<file path="src/rtl/demux32bit_1x4_capture.sv">
// Registered 1-to-NOUT demultiplexer with per-slot valid/ack handshake.
// A word offered on in_data is steered into the holding register of slot
// sel and held there, flagged valid, until the consumer acks it. A word
// addressed to a slot that does not exist (sel >= NOUT) is always accepted
// and discarded, and reported by a one-cycle drop pulse.
module demux32bit_1x4_capture #(
  parameter int WIDTH = 32,
  parameter int NOUT  = 4,
  parameter int CNTW  = 16
) (
  input  logic                  clk,
  input  logic                  reset_n,
  input  logic                  in_valid,
  output logic                  in_ready,
  input  logic [1:0]            sel,
  input  logic [WIDTH-1:0]      in_data,
  output logic [NOUT*WIDTH-1:0] out_data,
  output logic [NOUT-1:0]       out_valid,
  input  logic [NOUT-1:0]       out_ack,
  output logic                  drop,
  output logic [CNTW-1:0]       xfer_cnt
);

  logic [NOUT-1:0] sel_dec;
  logic [NOUT-1:0] wr_en;
  logic [NOUT-1:0] clr_en;
  logic            sel_legal;
  logic            fire;

  // Decode sel to a one-hot slot select; all-zero means the slot does not exist.
  always_comb begin
    sel_dec = '0;
    for (int i = 0; i < NOUT; i++) begin
      sel_dec[i] = (sel == 2'(i));
    end
  end

  // Ready depends only on the addressed slot: empty, or being drained this cycle.
  // An ack on the addressed slot frees it on the same edge, so streaming
  // into a slot that is acked every cycle never bubbles.
  always_comb begin
    sel_legal = |sel_dec;
    in_ready  = sel_legal ? |(sel_dec & (~out_valid | out_ack)) : 1'b1;
    fire      = in_valid && in_ready;
    wr_en     = fire ? sel_dec : '0;
    clr_en    = out_ack & out_valid & ~wr_en;
  end

  // Capture the incoming word into the written slot; acked slots keep their data.
  always_ff @(posedge clk or negedge reset_n) begin
    if (!reset_n) begin
      out_data <= '0;
    end else begin
      for (int i = 0; i < NOUT; i++) begin
        if (wr_en[i]) begin
          out_data[i*WIDTH +: WIDTH] <= in_data;
        end
      end
    end
  end

  // Valid flags: set on write, cleared by ack only when no write lands in the slot.
  always_ff @(posedge clk or negedge reset_n) begin
    if (!reset_n) begin
      out_valid <= '0;
    end else begin
      out_valid <= (out_valid & ~clr_en) | wr_en;
    end
  end

  // Count words delivered to real slots (free-running wrap); flag sunk words for one cycle.
  always_ff @(posedge clk or negedge reset_n) begin
    if (!reset_n) begin
      xfer_cnt <= '0;
      drop     <= 1'b0;
    end else begin
      drop <= fire && !sel_legal;
      if (fire && sel_legal) begin
        xfer_cnt <= xfer_cnt + 1'b1;
      end
    end
  end

endmodule

</file>
<file path="config.mk">
export PLATFORM = sky130hd
export DESIGN_NAME = demux32bit_1x4_capture
export DESIGN_NICKNAME = d
export VERILOG_FILES = /design/src/rtl/demux32bit_1x4_capture.sv
export SDC_FILE = /design/constraint.sdc
export NUM_CORES = 1
export LEC_CHECK = 0
export BUFFER_PORTS_ARGS = -buffer_cell sky130_fd_sc_hd__buf_2
export CAP_MARGIN = 40
export CELL_PAD_IN_SITES_DETAIL_PLACEMENT = 2
export CELL_PAD_IN_SITES_GLOBAL_PLACEMENT = 2
export CORE_ASPECT_RATIO = 2
export CORE_MARGIN = 2
export CORE_UTILIZATION = 36
export DETAILED_ROUTE_END_ITERATION = 10
export PLACE_DENSITY_LB_ADDON = 0.12
export SETUP_SLACK_MARGIN = 0.15
export SYNTH_ARGS = -nofsm -noshare
export SYNTH_HDL_FRONTEND = slang
export SYNTH_SLANG_ARGS = --single-unit
</file>
<file path="constraint.sdc">
create_clock -name clk -period 3.4 [get_ports clk]
set_input_delay 0.17 -clock clk [delete_from_list [all_inputs] [get_ports clk]]
set_output_delay 0.17 -clock clk [all_outputs]
set_load 0.01 [all_outputs]
</file>
======== Yosys cells after proc, flatten, opt, wreduce, memory -nomap -nowiden ========
Index checks and enable logic that the tools add are counted.
operators by class
  reductions and logical operators ........ 7
  equality and inequality tests ........... 3
  $add $sub $neg .......................... 1
  bitwise operators ....................... 9
  muxes and demuxes ....................... 2
operators with widths
  cell                     number
  $add A16 B1 Y16 const B  1
  $and A4 B4 Y4            4
  $not A4 Y4               3
  $or A4 B4 Y4             2
  $reduce_or A4 Y1         2
  $eq A2 B2 Y1 const B     2
  $mux W4                  1
  $logic_and A1 B1 Y1      3
  $eq A2 B1 Y1 const B     1
  $logic_not A2 Y1         1
  $logic_not A1 Y1         1
  $mux W1                  1
storage, ports and cells
  word-level logic and storage cells ...... 29
  input bits .............................. 41
  bits in registers ....................... 149
  output and inout bits ................... 150

======== Longest topological paths before layout ========
  depth after elaboration ................. 12
  mapped depth ............................ 6
  depth with buffers taken out ............ 5

======== Worst setup path before layout ========
Ideal clock, no wire load.
  kind .................................... reg2reg
  start ................................... reg out_valid[0]
  end ..................................... reg out_data[0]
  required time ........................... 3275 ps
  slack ................................... 1454 ps
  library setup time ...................... 125 ps
  arrival time ............................ 1821 ps
  buffers on the path ..................... 2
  period minus slack after synthesis ...... 1946 ps
  cell stages (with the launch flop) ...... 6
  path through ............................ dfrtp_1 -> nor2b_1 -> or4b_2 -> clkbuf_1 -> clkbuf_1 -> mux2_2
between the ends
  longest elaborated chain between the ends .. 7
RTL lines
  item                            line  source
  start: declaration              18    output logic [NOUT-1:0] out_valid,
  start signal: assignment        67    out_valid <= (out_valid & ~clr_en) | wr_en;
  $not A4 Y4                      43    in_ready = sel_legal ? |(sel_dec & (~out_valid | out_ack)) : 1'b1;
  $or A4 B4 Y4                    43
  $and A4 B4 Y4                   43
  $reduce_or A4 Y1                43
  $mux W1                         43
  $logic_and A1 B1 Y1             44    fire = in_valid && in_ready;
  $mux W4                         45    wr_en = fire ? sel_dec : '0;
  end signal: indexed assignment  56    out_data[i*WIDTH +: WIDTH] <= in_data;
  end: declaration                17    output logic [NOUT*WIDTH-1:0] out_data,
Every way passes these cells.
A chain may end at the register's enable or synchronous reset.

======== Final worst setup path ========
  start ................................... reg out_valid[3]
  end ..................................... out in_ready
between the ends
  longest elaborated chain between the ends .. 5
RTL lines
  item              line  source
  $not A4 Y4        43
  $or A4 B4 Y4      43
  $and A4 B4 Y4     43
  $reduce_or A4 Y1  43
  $mux W1           43
  end: declaration  14    output logic in_ready,
Every way passes these cells.

==> reports/qor.yml <==
run_status:
  outcome: "finished clean"
floorplanning:
  rows: 65
  start_util_pct: 36.5
  io_pins: 191
  die_area_um2: 16900
  dieHeight_um: 182
  die_w_um: 93
  core-area_um2: 15600
clock_network:
  clk_pin_slew_ps: 60
  cts_max_level: 4
  cts_root_buf: "clkbuf_16"
  insertion_delay_ps: 420
  cts.sinks: 149
  cts_tree: "built"
  cts_max_path_buffers: 2
  cts_made_buffers: 17
setup_path:
  crit_path_end_kind: "primary output"
  ff2ff_path_depth: 4
  crit_arrival_ps: 2120
  path_class: "reg -> out"
  start_kind: "flop"
  crit_required_ps: 3230
  cp_max_fo: 14
detailed_routing:
  via_count: 3757
  drtPass1Iterations: 4
  wl_per_cell_um: 18.8
  viasPerCell: 4.84
  drt_iter0_markers: 80
  antenna_left: 0
  totalWireLength_mm: 14.6
  drc: 0
cells_and_area:
  fin_util_pct: 48.4
  fillers: 1608
  final_nets: 606
  syn2layout_area_growth_pct: 32.6
  n_antenna_cell: 0
  final_area_um2: 7560
  ff_latch_area_um2: 3730
  drive_above_1_share_pct: 63.0
  multi_input_area_um2: 1900
pwr:
  p_leak_uw: 0.00363
  ir_worst_vdd_mv: 0.404
  p_per_area_nw_per_um2: 714
  finalPower_uw: 5400
logic_synthesis:
  synth_area_leaders: "dfrtp_1, mux2_2, xor2_1, clkbuf_1, xnor2_1"
  synth.most_common_cell: "dfrtp_1"
  yosysTopAreaCell: "dfrtp_1"
  synthCells: 363
  synth_common_cells: "dfrtp_1, mux2_2, clkbuf_1"
  yosysTopAreaCellShare_pct: 65.4
  ys_ff_latch: 149
  synthArstFlopShare_pct: 100
  ys.flop_type: "dfrtp_1"
  yosys.cell_types.count: 27
  ys_seq_area_share_pct: 65.4
  synth_area_um2: 5700
  syn_avg_cell_area_um2: 15.7
  synth_fp_nets: 405
  synth_edf_count: 0
  yosys_warnings: 0
timing:
  holdWs_ps: 31.5
  hold_violations: 0
  final.setup.tns_ps: 0
  rsz0062_at_grt: "false"
  finalCritPeriodShare_pct: 67.5
  setup_viol: 0
  worstMarginPinSlew_ps: 791
  finalMaxSlewViolations: 0
  relSlewSlack_pct: 47.1
  clock.fmax_ghz: 0.436
  min_period_ps: 2290
  clock_skew_ps: 6.81
placed_design:
  hpwl_mm: 10.3
  routabilityCongestion: 0.727
  port_buffers: 190
  dpl_cell_area_um2: 6950
hold_path:
  hold_depth: 2
  hold_path_class: "in -> reg"
global_route:
  grt_pass1_vias: 4123
  grt_usage_pct: 18.4
  grt_pass1_wl_mm: 23.6
  grt_overflow: 0
  grt_max_degree: 66
  antenna_found_initial: 0
job:
  drv_cap: 0
## final timing paths
kind | startpoint | end | slack [ps]
worst min-delay path | in_data[1] | out_data[97] | 30
worst min register to register | xfer_cnt[15] | xfer_cnt[15] | 460
max in group asynchronous | reset_n | out_data[77] | 2210
worst max-delay path | out_valid[3] | in_ready | 1110
min in group asynchronous | reset_n | xfer_cnt[7] | 300
worst max register to register | out_valid[3] | xfer_cnt[11] | 1260
## cell families (layout without fill, tap and decap cells)
| kind of cell | Yosys count | after routing | synth area share [%] |
|---|---|---|---|
| buffers and inverters | 21 | 234 | 1.54 |
| other | 1 | 1 | 0.0658 |
| xor gates and xnor gates | 15 | 15 | 2.30 |
| AOI/OAI and AO/OA | 1 | 1 | 0.0877 |
| and+or+nand+nor | 46 | 46 | 4.94 |
| adders and majority gates | 1 | 1 | 0.219 |
| muxes | 129 | 129 | 25.5 |
| DFF | 149 | 149 | 65.4 |
## through the flow
stage / setup slack, ps / instances
6_report: 1110 / 777
5_1_grt: 980 / 777
4_1_cts: 1060 / 777
3_5_place_dp: 1310 / 745
3_3_place_gp: 1280 / 743
2_1_floorplan: 1450 / 363
## timing repair
item,4_1_cts,5_1_grt
hold endpoints to repair,63,0
setup buffers,0,0
resized for setup,0,0
hold buffers,1,0
## worst max-delay path, stage by stage (launching register included)
cell	delay (ps)
dfrtp_1	390
and4b_1	180
or4_1	780
inv_1	200
buf_2	160
## power breakdown
| part | switching, uW | internal, uW |
|---|---|---|
| clock network | 739 | 1170 |
| registers | 205 | 2140 |
| logic | 584 | 567 |
| total | 1530 | 3870 |
## metal layers
metal	up-vias	wire [um]	share of wire, %	GRT usage [%]
li1	1680	-	-	-
met1	1934	5890	40	22.8
met2	130	7320	50	29.4
met3	13	1190	8.1	6.76
met4	0	213	1.5	6.35
met5	-	0	0	0
## state kept, by name, summed over array words and instances (netlist names)
signal / count
xfer_cnt: 16
out_data: 128
drop: 1
out_valid: 4
## area by class of cell
cell class	instances	share of cell area (%)
Inverter	5	0.248
Clock inverter	13	2.10
Clock buffer	18	5.81
Tap cell	201	3.33
Sequential cell	149	49.3
Multi-Input combinational cell	193	25.1
Timing Repair Buffer	198	14.1
## placed cells by master (no fill, tap or decap), types with 3 or more instances in the layout
cell        instances
xor2_1             10
xnor2_1             5
nand2_1             7
clkinv_4            3
clkinv_2            4
nand3_1             7
mux2_2            129
nor4_1              6
nor3_1              5
clkbuf_16          17
dfrtp_1           149
inv_1               5
bufinv_16           3
buf_2             189
nand2b_1            3
clkinvlp_4          3
buf_4               4
Note: power is estimated with default switching activity, not from simulation.
